==> src/rtl/if_fetch_pkg.sv <==
// Shared constants and types for the instruction-fetch stage.
package if_fetch_pkg;

  localparam logic [31:0] IF_RESET_PC = 32'hBFC00000;
  localparam logic [31:0] IF_NOP      = 32'h0;

  localparam logic [0:0] IF_FETCH = 1'b0;
  localparam logic [0:0] IF_HOLD  = 1'b1;

  typedef struct packed {
    logic [31:0] pc;
    logic [31:0] inst;
  } if_beat_t;

endpackage

==> src/rtl/if_fetch_if.sv <==
// Instruction bus between the fetch stage (master) and memory (slave).
interface if_fetch_if;

  logic [31:0] ibus_address;
  logic        ibus_read;
  logic [31:0] ibus_rddata;
  logic        ibus_stall;

  modport master (output ibus_address, ibus_read, input ibus_rddata, ibus_stall);
  modport slave  (input ibus_address, ibus_read, output ibus_rddata, ibus_stall);

endinterface

==> src/rtl/if_fetch_hold_buf.sv <==
// One-entry skid buffer holding a fetched beat while ID back-pressures.
module if_fetch_hold_buf
  import if_fetch_pkg::*;
(
  input  logic     clk,
  input  logic     rst,
  input  logic     load_i,
  input  logic     drain_i,
  input  logic     flush_i,
  input  if_beat_t beat_i,
  output if_beat_t beat_o,
  output logic     valid_o
);

  if_beat_t beat_q;
  logic     valid_q, valid_d;

  always_comb begin
    valid_d = valid_q;
    if (drain_i || flush_i) valid_d = 1'b0;
    if (load_i)             valid_d = 1'b1;
  end

  always_ff @(posedge clk) begin
    if (rst) begin
      beat_q  <= '0;
      valid_q <= 1'b0;
    end else begin
      if (load_i) beat_q <= beat_i;
      valid_q <= valid_d;
    end
  end

  assign beat_o  = beat_q;
  assign valid_o = valid_q;

endmodule

==> src/rtl/if_fetch.sv <==
// Instruction-fetch stage: PC, ibus drive, delay-slot branch steering, flush.
// Optional IFETCH_ADEL_EN adds misaligned-fetch detection (if_adel output).
module if_fetch
  import if_fetch_pkg::*;
#(
  parameter logic [31:0] RESET_PC = IF_RESET_PC
) (
  input  logic              clk,
  input  logic              rst,
  input  logic              id_stall,
  input  logic              flush,
  input  logic [31:0]       flush_pc,
  input  logic              is_branch,
  input  logic              branch_taken,
  input  logic [31:0]       branch_address,
  if_fetch_if.master        ibus,
  output logic [31:0]       if_pc,
  output logic [31:0]       if_inst,
  output logic              if_valid,
  output logic              if_stall_req
`ifdef IFETCH_ADEL_EN
  ,
  output logic              if_adel
`endif
);

  logic [0:0]  state_q, state_d;
  logic [31:0] pc_q, pc_d;
  logic [31:0] if_pc_q, if_pc_d;
  logic [31:0] if_inst_q, if_inst_d;
  logic        if_valid_q, if_valid_d;
  logic        pend_valid_q, pend_valid_d;
  logic [31:0] pend_pc_q, pend_pc_d;
  logic        discard_q, discard_d;
`ifdef IFETCH_ADEL_EN
  logic        if_adel_q, if_adel_d;
  logic        hold_adel_q, hold_adel_d;
`endif

  logic        misalign, complete, outstanding, br_take;
  logic        fetch_adv, hold_adv, hold_load;
  logic [31:0] fetch_word, next_pc;
  if_beat_t    hold_beat;
  logic        hold_valid;

`ifdef IFETCH_ADEL_EN
  assign misalign = (pc_q[1:0] != 2'b00);
`else
  assign misalign = 1'b0;
`endif

  assign fetch_word        = misalign ? IF_NOP : ibus.ibus_rddata;
  assign ibus.ibus_address = pc_q;
  assign ibus.ibus_read    = (state_q == IF_FETCH) && !misalign;
  assign if_stall_req      = ibus.ibus_read && ibus.ibus_stall;

  assign complete    = (state_q == IF_FETCH) && (misalign || !ibus.ibus_stall);
  assign outstanding = (state_q == IF_FETCH) && !complete;
  assign br_take     = is_branch && branch_taken && if_valid_q;
  assign fetch_adv   = complete && !id_stall && !discard_q;
  assign hold_adv    = (state_q == IF_HOLD) && hold_valid && !id_stall;
  assign hold_load   = complete && id_stall && !discard_q && !flush;

  always_comb begin
    if (flush)             next_pc = flush_pc;
    else if (pend_valid_q) next_pc = pend_pc_q;
    else if (br_take)      next_pc = branch_address;
    else                   next_pc = pc_q + 32'd4;
  end

  if_fetch_hold_buf u_hold (
    .clk     (clk),
    .rst     (rst),
    .load_i  (hold_load),
    .drain_i (hold_adv && !flush),
    .flush_i (flush),
    .beat_i  ('{pc: pc_q, inst: fetch_word}),
    .beat_o  (hold_beat),
    .valid_o (hold_valid)
  );

  // A flush that lands on an outstanding beat cannot move the PC yet: the bus
  // still owns that address, so the target parks in pend_pc until it drains.
  always_comb begin
    state_d      = state_q;
    pc_d         = pc_q;
    if_pc_d      = if_pc_q;
    if_inst_d    = if_inst_q;
    if_valid_d   = if_valid_q;
    pend_valid_d = pend_valid_q;
    pend_pc_d    = pend_pc_q;
    discard_d    = discard_q;
`ifdef IFETCH_ADEL_EN
    if_adel_d    = if_adel_q;
    hold_adel_d  = hold_adel_q;
`endif
    if (flush) begin
      if_valid_d = 1'b0;
`ifdef IFETCH_ADEL_EN
      if_adel_d  = 1'b0;
`endif
      if (outstanding) begin
        pend_pc_d    = flush_pc;
        pend_valid_d = 1'b1;
        discard_d    = 1'b1;
      end else begin
        pc_d         = flush_pc;
        pend_valid_d = 1'b0;
        discard_d    = 1'b0;
        state_d      = IF_FETCH;
      end
    end else if (complete && discard_q) begin
      discard_d    = 1'b0;
      pc_d         = pend_pc_q;
      pend_valid_d = 1'b0;
      if_valid_d   = 1'b0;
    end else if (fetch_adv || hold_adv) begin
      if_pc_d      = fetch_adv ? pc_q : hold_beat.pc;
      if_inst_d    = fetch_adv ? fetch_word : hold_beat.inst;
      if_valid_d   = 1'b1;
      pc_d         = next_pc;
      pend_valid_d = 1'b0;
      state_d      = IF_FETCH;
`ifdef IFETCH_ADEL_EN
      if_adel_d    = fetch_adv ? misalign : hold_adel_q;
`endif
    end else begin
      if (hold_load) begin
        state_d = IF_HOLD;
`ifdef IFETCH_ADEL_EN
        hold_adel_d = misalign;
`endif
      end
      if (br_take) begin
        pend_pc_d    = branch_address;
        pend_valid_d = 1'b1;
      end
    end
  end

  always_ff @(posedge clk) begin
    if (rst) begin
      state_q      <= IF_FETCH;
      pc_q         <= RESET_PC;
      if_pc_q      <= '0;
      if_inst_q    <= '0;
      if_valid_q   <= 1'b0;
      pend_valid_q <= 1'b0;
      pend_pc_q    <= '0;
      discard_q    <= 1'b0;
`ifdef IFETCH_ADEL_EN
      if_adel_q    <= 1'b0;
      hold_adel_q  <= 1'b0;
`endif
    end else begin
      state_q      <= state_d;
      pc_q         <= pc_d;
      if_pc_q      <= if_pc_d;
      if_inst_q    <= if_inst_d;
      if_valid_q   <= if_valid_d;
      pend_valid_q <= pend_valid_d;
      pend_pc_q    <= pend_pc_d;
      discard_q    <= discard_d;
`ifdef IFETCH_ADEL_EN
      if_adel_q    <= if_adel_d;
      hold_adel_q  <= hold_adel_d;
`endif
    end
  end

  assign if_pc    = if_pc_q;
  assign if_inst  = if_inst_q;
  assign if_valid = if_valid_q;
`ifdef IFETCH_ADEL_EN
  assign if_adel  = if_adel_q;
`endif

endmodule

==> src/flat_wrapper.sv <==
// flat-port wrapper written by rule: the top's interface ports become plain ports
module if_fetch_flat import if_fetch_pkg::*;
#(
  parameter logic [31:0] RESET_PC = IF_RESET_PC
)
  (clk, rst, id_stall, flush, flush_pc, is_branch, branch_taken, branch_address, if_pc, if_inst, if_valid, if_stall_req, ibus_ibus_address, ibus_ibus_read, ibus_ibus_rddata, ibus_ibus_stall);
  if_fetch_if ibus_i ();
  input  logic clk;
  input  logic rst;
  input  logic id_stall;
  input  logic flush;
  input  logic [31:0] flush_pc;
  input  logic is_branch;
  input  logic branch_taken;
  input  logic [31:0] branch_address;
  output logic [31:0] if_pc;
  output logic [31:0] if_inst;
  output logic if_valid;
  output logic if_stall_req;
  output wire logic [$bits(ibus_i.ibus_address)-1:0] ibus_ibus_address;
  output wire logic [$bits(ibus_i.ibus_read)-1:0] ibus_ibus_read;
  input wire logic [$bits(ibus_i.ibus_rddata)-1:0] ibus_ibus_rddata;
  input wire logic [$bits(ibus_i.ibus_stall)-1:0] ibus_ibus_stall;
  assign ibus_ibus_address = ibus_i.ibus_address;
  assign ibus_ibus_read = ibus_i.ibus_read;
  assign ibus_i.ibus_rddata = ibus_ibus_rddata;
  assign ibus_i.ibus_stall = ibus_ibus_stall;
  if_fetch #(.RESET_PC(RESET_PC)) u_core (.clk(clk), .rst(rst), .id_stall(id_stall), .flush(flush), .flush_pc(flush_pc), .is_branch(is_branch), .branch_taken(branch_taken), .branch_address(branch_address), .ibus(ibus_i), .if_pc(if_pc), .if_inst(if_inst), .if_valid(if_valid), .if_stall_req(if_stall_req));
endmodule
==> config.mk <==
export PLATFORM = sky130hd
export DESIGN_NAME = if_fetch_flat
export DESIGN_NICKNAME = d
export VERILOG_FILES = /design/src/rtl/if_fetch_pkg.sv /design/src/rtl/if_fetch_if.sv /design/src/rtl/if_fetch_hold_buf.sv /design/src/rtl/if_fetch.sv /design/src/flat_wrapper.sv
export SDC_FILE = /design/constraint.sdc
export NUM_CORES = 1
export LEC_CHECK = 0
export ABC_CLOCK_PERIOD_IN_PS = 2900
export BUFFER_PORTS_ARGS = -buffer_cell sky130_fd_sc_hd__buf_2
export CORE_MARGIN = 10
export CORE_UTILIZATION = 59
export CTS_BUF_LIST = sky130_fd_sc_hd__clkbuf_2 sky130_fd_sc_hd__clkbuf_4 sky130_fd_sc_hd__clkbuf_8
export DETAILED_ROUTE_END_ITERATION = 6
export PLACE_DENSITY_LB_ADDON = 0.25
export SLEW_MARGIN = 10
export SYNTH_ARGS = -nofsm -noshare
export SYNTH_HDL_FRONTEND = slang
export SYNTH_SLANG_ARGS = --single-unit
==> constraint.sdc <==
create_clock -name clk -period 2.9 [get_ports clk]
set_input_delay 0.435 -clock clk [delete_from_list [all_inputs] [get_ports clk]]
set_output_delay 0.435 -clock clk [all_outputs]
set_load 0.02 [all_outputs]
# --- After elaboration in Yosys (flattened, before gate mapping) ---
# Index checks and enable logic that the tools add are counted.
totals:
  register_bits: 197
  latchBits: 0
  mem_bits_rw: 0
  romBits: 0
  in_bits: 103
  out_inout_bits: 99
  elab_cells: 78
  mem_count: 0
op_classes:
  add_sub_neg: 1
  multipliers: 0
  div_mod_pow: 0
  magnitude_cmp: 0
  eq_ne: 4
  n_shift: 0
  muxes: 27
  bitwise_logic: 3
  reduce_logical: 32
ops:
  columns: ["cell", "count"]
  rows:
  - ["$mux W32", 13]
  - ["$add A32 B3 Y32 const B", 1]
  - ["$logic_and A1 B1 Y1", 14]
  - ["$mux W1", 14]
  - ["$ne A2 B2 Y1 const B", 3]
  - ["$reduce_and A3 Y1", 2]
  - ["$reduce_bool A2 Y1", 3]
  - ["$reduce_bool A3 Y1", 2]
  - ["$logic_not A1 Y1", 5]
  - ["$reduce_and A4 Y1", 1]
  - ["$reduce_bool A4 Y1", 1]
  - ["$not A1 Y1", 3]
  - ["$reduce_or A3 Y1", 1]
  - ["$logic_or A1 B1 Y1", 2]
  - ["$ne A2 B1 Y1 const B", 1]
  - ["$reduce_and A2 Y1", 1]

# --- Logic depth before layout (Yosys ltp) ---
depth:
  ltp_word: 9
  ltp_mapped: 10
  ltp_nobuf: 7

# --- Cells and area by module ---
# From an unflattened synthesis, not the netlist that was laid out.
unflattened:
  cells_unflattened: 1049
  hier_area_um2: 9401.5
modules_own_cells:
  columns: ["mod", "instances", "cells_per_inst", "area_per_inst_um2", "seq_area_each_um2"]
  rows:
  - ["if_fetch", 1, 839, 7054.3, 2642.5]
  - ["if_fetch_hold_buf", 1, 210, 2347.3, 1301.2]

# --- Worst setup path after synthesis ---
# OpenSTA, ideal clock, no wires.
synth_timing:
  kind: "register to register"
  from: "register u_core.pc_q[2] (netlist: u_core.ibus.ibus_address[2])"
  to: "register u_core.pc_q[28] (netlist: u_core.ibus.ibus_address[28])"
  setup_time_ps: 74
  arrival_ps: 2026
  t_required_ps: 2826
  slack_ps: 800
  path_stages_with_launch: 8
  path_buffers: 0
  synth_period_minus_slack_ps: 2100
  cell_sequence: "dfxtp_1 > ha_1 > nand3_2 > nor4_4 > nand4_1 > xor2_1 > a211o_1 > a31oi_1"
synth_between:
  elab_chain_len: 6
synth_lines:
  columns: ["element", "line_no", "text"]
  rows:
  - ["start, declared", "if_fetch.sv:28", "logic [31:0] pc_q, pc_d;"]
  - ["start signal, assigned", "if_fetch.sv:157", "pc_q <= pc_d;"]
  - ["$add A32 B3 Y32", "if_fetch.sv:68", "else next_pc = pc_q + 32'd4;"]
  - ["$mux W32", "if_fetch.sv:67", "else if (br_take) next_pc = branch_address;"]
  - ["$mux W32", "if_fetch.sv:66", "else if (pend_valid_q) next_pc = pend_pc_q;"]
  - ["$mux W32", "if_fetch.sv:117", "end else if (fetch_adv || hold_adv) begin"]
  - ["$mux W32", "if_fetch.sv:112", "end else if (complete && discard_q) begin"]
  - ["$mux W32", "if_fetch.sv:97", "if (flush) begin"]
# Every way passes these cells. The select of a mux whose other input is x is not followed.
# A chain may end at the register's enable or synchronous reset.

# --- Worst setup path in the final report ---
layout_timing:
  from: "register u_core.pc_q[3] (netlist: u_core.ibus.ibus_address[3])"
  to: "register u_core.pc_q[28] (netlist: u_core.ibus.ibus_address[28])"
# Same word-level chain as after synthesis.

==> impl_metrics.py <==
metrics = {
    "run_status": {
        "status": "finished clean",
    },
    "timing": {
        "hold_viol_final": 0,
        "max_freq_ghz": 0.432,
        "finalSetupViolCount": 0,
        "worst_pin_slew_ns": 0.761,
        "rsz0062_at_grt": "no",
        "drv_slew": 0,
        "period_share": 0.798,
        "fin_worst_skew_ns": 0.0139,
        "post-route-min-period_ns": 2.31,
        "slew_headroom": 0.491,
        "fin_setup_tns_ns": 0,
    },
    "placement": {
        "globalplace.congestion": 0.909,
        "hpwl_um": 18700,
        "port_buffers": 201,
    },
    "detailed_routing": {
        "drtIter0Drc": 807,
        "drt_pass1_iterations": 5,
        "detail-route-antenna-nets": 0,
        "vias_per_cell": 5.90,
        "drc_errors": 0,
        "via_count": 8791,
        "wl_um": 26600,
        "wire_per_inst_um": 17.8,
    },
    "clocking": {
        "cts_hold_buf": 0,
        "clock_path_buffers": 2,
        "clk_latency_ns": 0.46,
        "cts_setup_buffers": 0,
        "cts-resized-gates": 0,
        "cts_tree": "done",
        "cts_root_buffer": "clkbuf_8",
        "cts-htree-levels": 4,
        "cts_sinks": 197,
        "cts_buffers": 17,
        "clkTransAtPathRegs_ns": 0.10,
    },
    "yosys": {
        "yosys.cell_count.top_type": "dfxtp_1",
        "synth_edf_count": 0,
        "ys.flop_type": "dfxtp_1",
        "seq_area_frac_synth": 0.427,
        "synth.area.top_cells": "dfxtp_1 (43%), mux2i_1 (9.9%), a211oi_1 (8.5%)",
        "synthesis.area_um2": 9240,
        "synth_fp_nets": 1221,
        "netlist_top_cells_count": "dfxtp_1 (197), nand2_1 (169), nor2_1 (141), a211oi_1 (105), a21oi_1 (103)",
        "synth_async_sr_flop_share": 0,
        "yosys.area.top_type": "dfxtp_1",
        "syn_avg_cell_area_um2": 8.28,
        "syn_inst": 1117,
        "ys_warn_count": 0,
        "synth_seq_cells": 197,
        "synth_top_area_frac": 0.427,
        "yosysUniqueCellTypes": 63,
    },
    "global_routing": {
        "globalRouteMet1Util": 0.323,
        "grt-busiest-layer": "met2",
        "antenna_found_initial": 0,
        "met2_usage": 0.377,
        "grt-ovfl-total": 0,
        "grt_max_degree": 93,
        "grt_pass1_wl_um": 43000,
        "grt_usage": 0.241,
        "use_met3": 0.0565,
        "grt_pass1_vias": 8271,
    },
    "setup_path": {
        "criticalPathCategory": "reg2reg",
        "regToRegStartpoint": "u_core.ibus.ibus_address[3]$_SDFFE_PP0P_",
        "cp_max_fo": 7,
        "max_stage_delay_ns": 0.50,
        "endpoint_kind": "flop",
        "cp-startpoint": "u_core.ibus.ibus_address[3]$_SDFFE_PP0P_",
        "cp-start-kind": "flop",
        "cp_data_arrival_time_ns": 2.71,
        "cp.required_ns": 3.29,
        "path_cells": "ha_1 -> nand3_2 -> nor4_4 -> nand4_1 -> xor2_1 -> a211o_1 -> a31oi_1",
        "worst_path_max_delay_cell": "nor4_4",
    },
    "floorplanning": {
        "num_io_pins": 202,
        "chipWidth_um": 145,
        "die_h_um": 145,
        "rows": 45,
        "initial_core_util": 0.606,
        "die_area_um2": 21100,
        "core_area_um2": 15300,
    },
    "cells_and_area": {
        "syn_to_final_growth_pct": 17.4,
        "fin_util": 0.712,
        "final_layout_size_suffix_gt1_frac": 0.220,
        "fill_cells": 1228,
        "antenna_cells": 0,
        "num-nets-final": 1371,
    },
    "min_path": {
        "worstHoldStart": "ibus_ibus_rddata[16]",
        "worst_hold_path_type": "in2reg",
    },
    "pwr": {
        "power_switching_share": 0.289,
        "internal-power_mw": 4.21,
        "p_seq_frac": 0.501,
        "power.density_nw_per_um2": 546,
        "combPwrFrac": 0.163,
        "ir_drop_mv": 0.382,
        "netSwitchingPower_mw": 1.71,
        "p_clk_frac": 0.336,
        "p_leak_nw": 4.23,
    },
    "flow_run": {
        "drv_cap": 0,
    },
}
-- power by group through the flow --
| stage | Combinational (mW) | Clock, mW | Sequential (mW) |
|---|---|---|---|
| floorplan | 0.542 | 0 | 3.08 |
| global placement | 0.941 | 0 | 3.02 |
| detailed placement | 0.957 | 0 | 3.03 |
| CTS | 0.962 | 2.02 | 2.96 |
| global route | 1.05 | 2.13 | 2.99 |
| finish | 0.964 | 1.99 | 2.97 |
-- per-layer routing --
| layer | part of all wire | vias up |
|---|---|---|
| met4 | 0.020 | 0 |
| li1 | - | 4296 |
| met1 | 0.44 | 4092 |
| met3 | 0.078 | 50 |
| met2 | 0.46 | 353 |
| met5 | 0 | - |
-- state kept, by name, summed over array words and instances (netlist names) --
name and flops:
u_core.u_hold.valid_o 1, u_core.u_hold.beat_o 64, u_core.pend_pc_q 32, u_core.state_q 1, u_core.discard_q 1, u_core.if_pc 32, u_core.if_inst 32, u_core.pend_valid_q 1
u_core.if_valid 1, u_core.ibus.ibus_address 32
-- cell families (layout without fill, tap and decap cells) --
kind of cell	after synthesis	after routing	share of synthesized area
AND/OR/NAND/NOR	403	403	0.192
AO/OA/AOI/OAI	292	292	0.208
flip-flops	197	197	0.427
buffers and inverters	109	272	0.0501
multiplexers	92	92	0.0998
XOR/XNOR	23	23	0.0218
adder cells (fa/ha/maj)	1	1	0.00135
-- layout make-up --
| class | instances | area [µm²] | area share |
|---|---|---|---|
| clock buffers | 20 | 263 | 0.0242 |
| multi-input cells | 811 | 4870 | 0.449 |
| clock inverters | 12 | 195 | 0.0180 |
| repair buffers | 233 | 1290 | 0.119 |
| well taps | 211 | 264 | 0.0243 |
| inverters | 7 | 26.3 | 0.00242 |
| flip-flops and latches | 197 | 3940 | 0.363 |
-- per-stage QoR --
| stage | instances | area, µm² | hold slack (ns) | total power, mW | worst slack, ns |
|---|---|---|---|---|---|
| 6_report | 1491 | 10900 | 0.211 | 5.93 | 0.586 |
| 2_1_floorplan | 1117 | 9240 | 0.436 | 3.63 | 0.800 |
| 4_1_cts | 1491 | 10900 | 0.181 | 5.95 | 0.625 |
| 3_3_place_gp | 1459 | 10400 | 0.440 | 3.96 | 0.693 |
| 5_1_grt | 1491 | 10900 | 0.195 | 6.17 | 0.444 |
| 3_5_place_dp | 1459 | 10400 | 0.446 | 3.98 | 0.625 |
-- placed cells by master (no fill, tap or decap), types with 4 or more instances in the layout --
| cell | instances |
|---|---|
| buf_2 | 200 |
| nor3_1 | 16 |
| bufinv_16 | 4 |
| buf_4 | 29 |
| o211ai_1 | 6 |
| inv_1 | 6 |
| nor4_1 | 4 |
| and3_1 | 6 |
| mux2i_1 | 91 |
| a311oi_1 | 10 |
| nand3_1 | 23 |
| xnor2_1 | 15 |
| nor2_1 | 140 |
| and2_1 | 5 |
| clkbuf_8 | 18 |
| nand2_1 | 168 |
| a211oi_1 | 105 |
| a211o_1 | 4 |
| o21ai_0 | 22 |
| o41ai_1 | 8 |
| or3_1 | 7 |
| a21oi_1 | 103 |
| a31oi_1 | 4 |
| xor2_1 | 8 |
| nand4_1 | 9 |
| dfxtp_1 | 197 |
-- path summary, 6_finish.rpt --
path | slack, ns | cells past startpoint | to
worst max register to register | 0.59 | 7 | u_core.ibus.ibus_address[28]$_SDFFE_PP1P_
worst min-delay path | 0.21 | 3 | u_core.u_hold.beat_o[16]$_SDFFE_PP0P_
worst min register to register | 0.46 | 2 | u_core.u_hold.beat_o[46]$_SDFFE_PP0P_
worst max-delay path | 0.59 | 7 | u_core.ibus.ibus_address[28]$_SDFFE_PP1P_
-- worst max-delay path, delay by kind of cell, from the launching register on --
family | cells | cell delay, ns
AO/OA/AOI/OAI | 2 | 0.45
XOR/XNOR | 1 | 0.16
adder cells (fa/ha/maj) | 1 | 0.28
flip-flops | 1 | 0.48
AND/OR/NAND/NOR | 3 | 0.87
No activity file was read; power rests on OpenSTA's default activity.
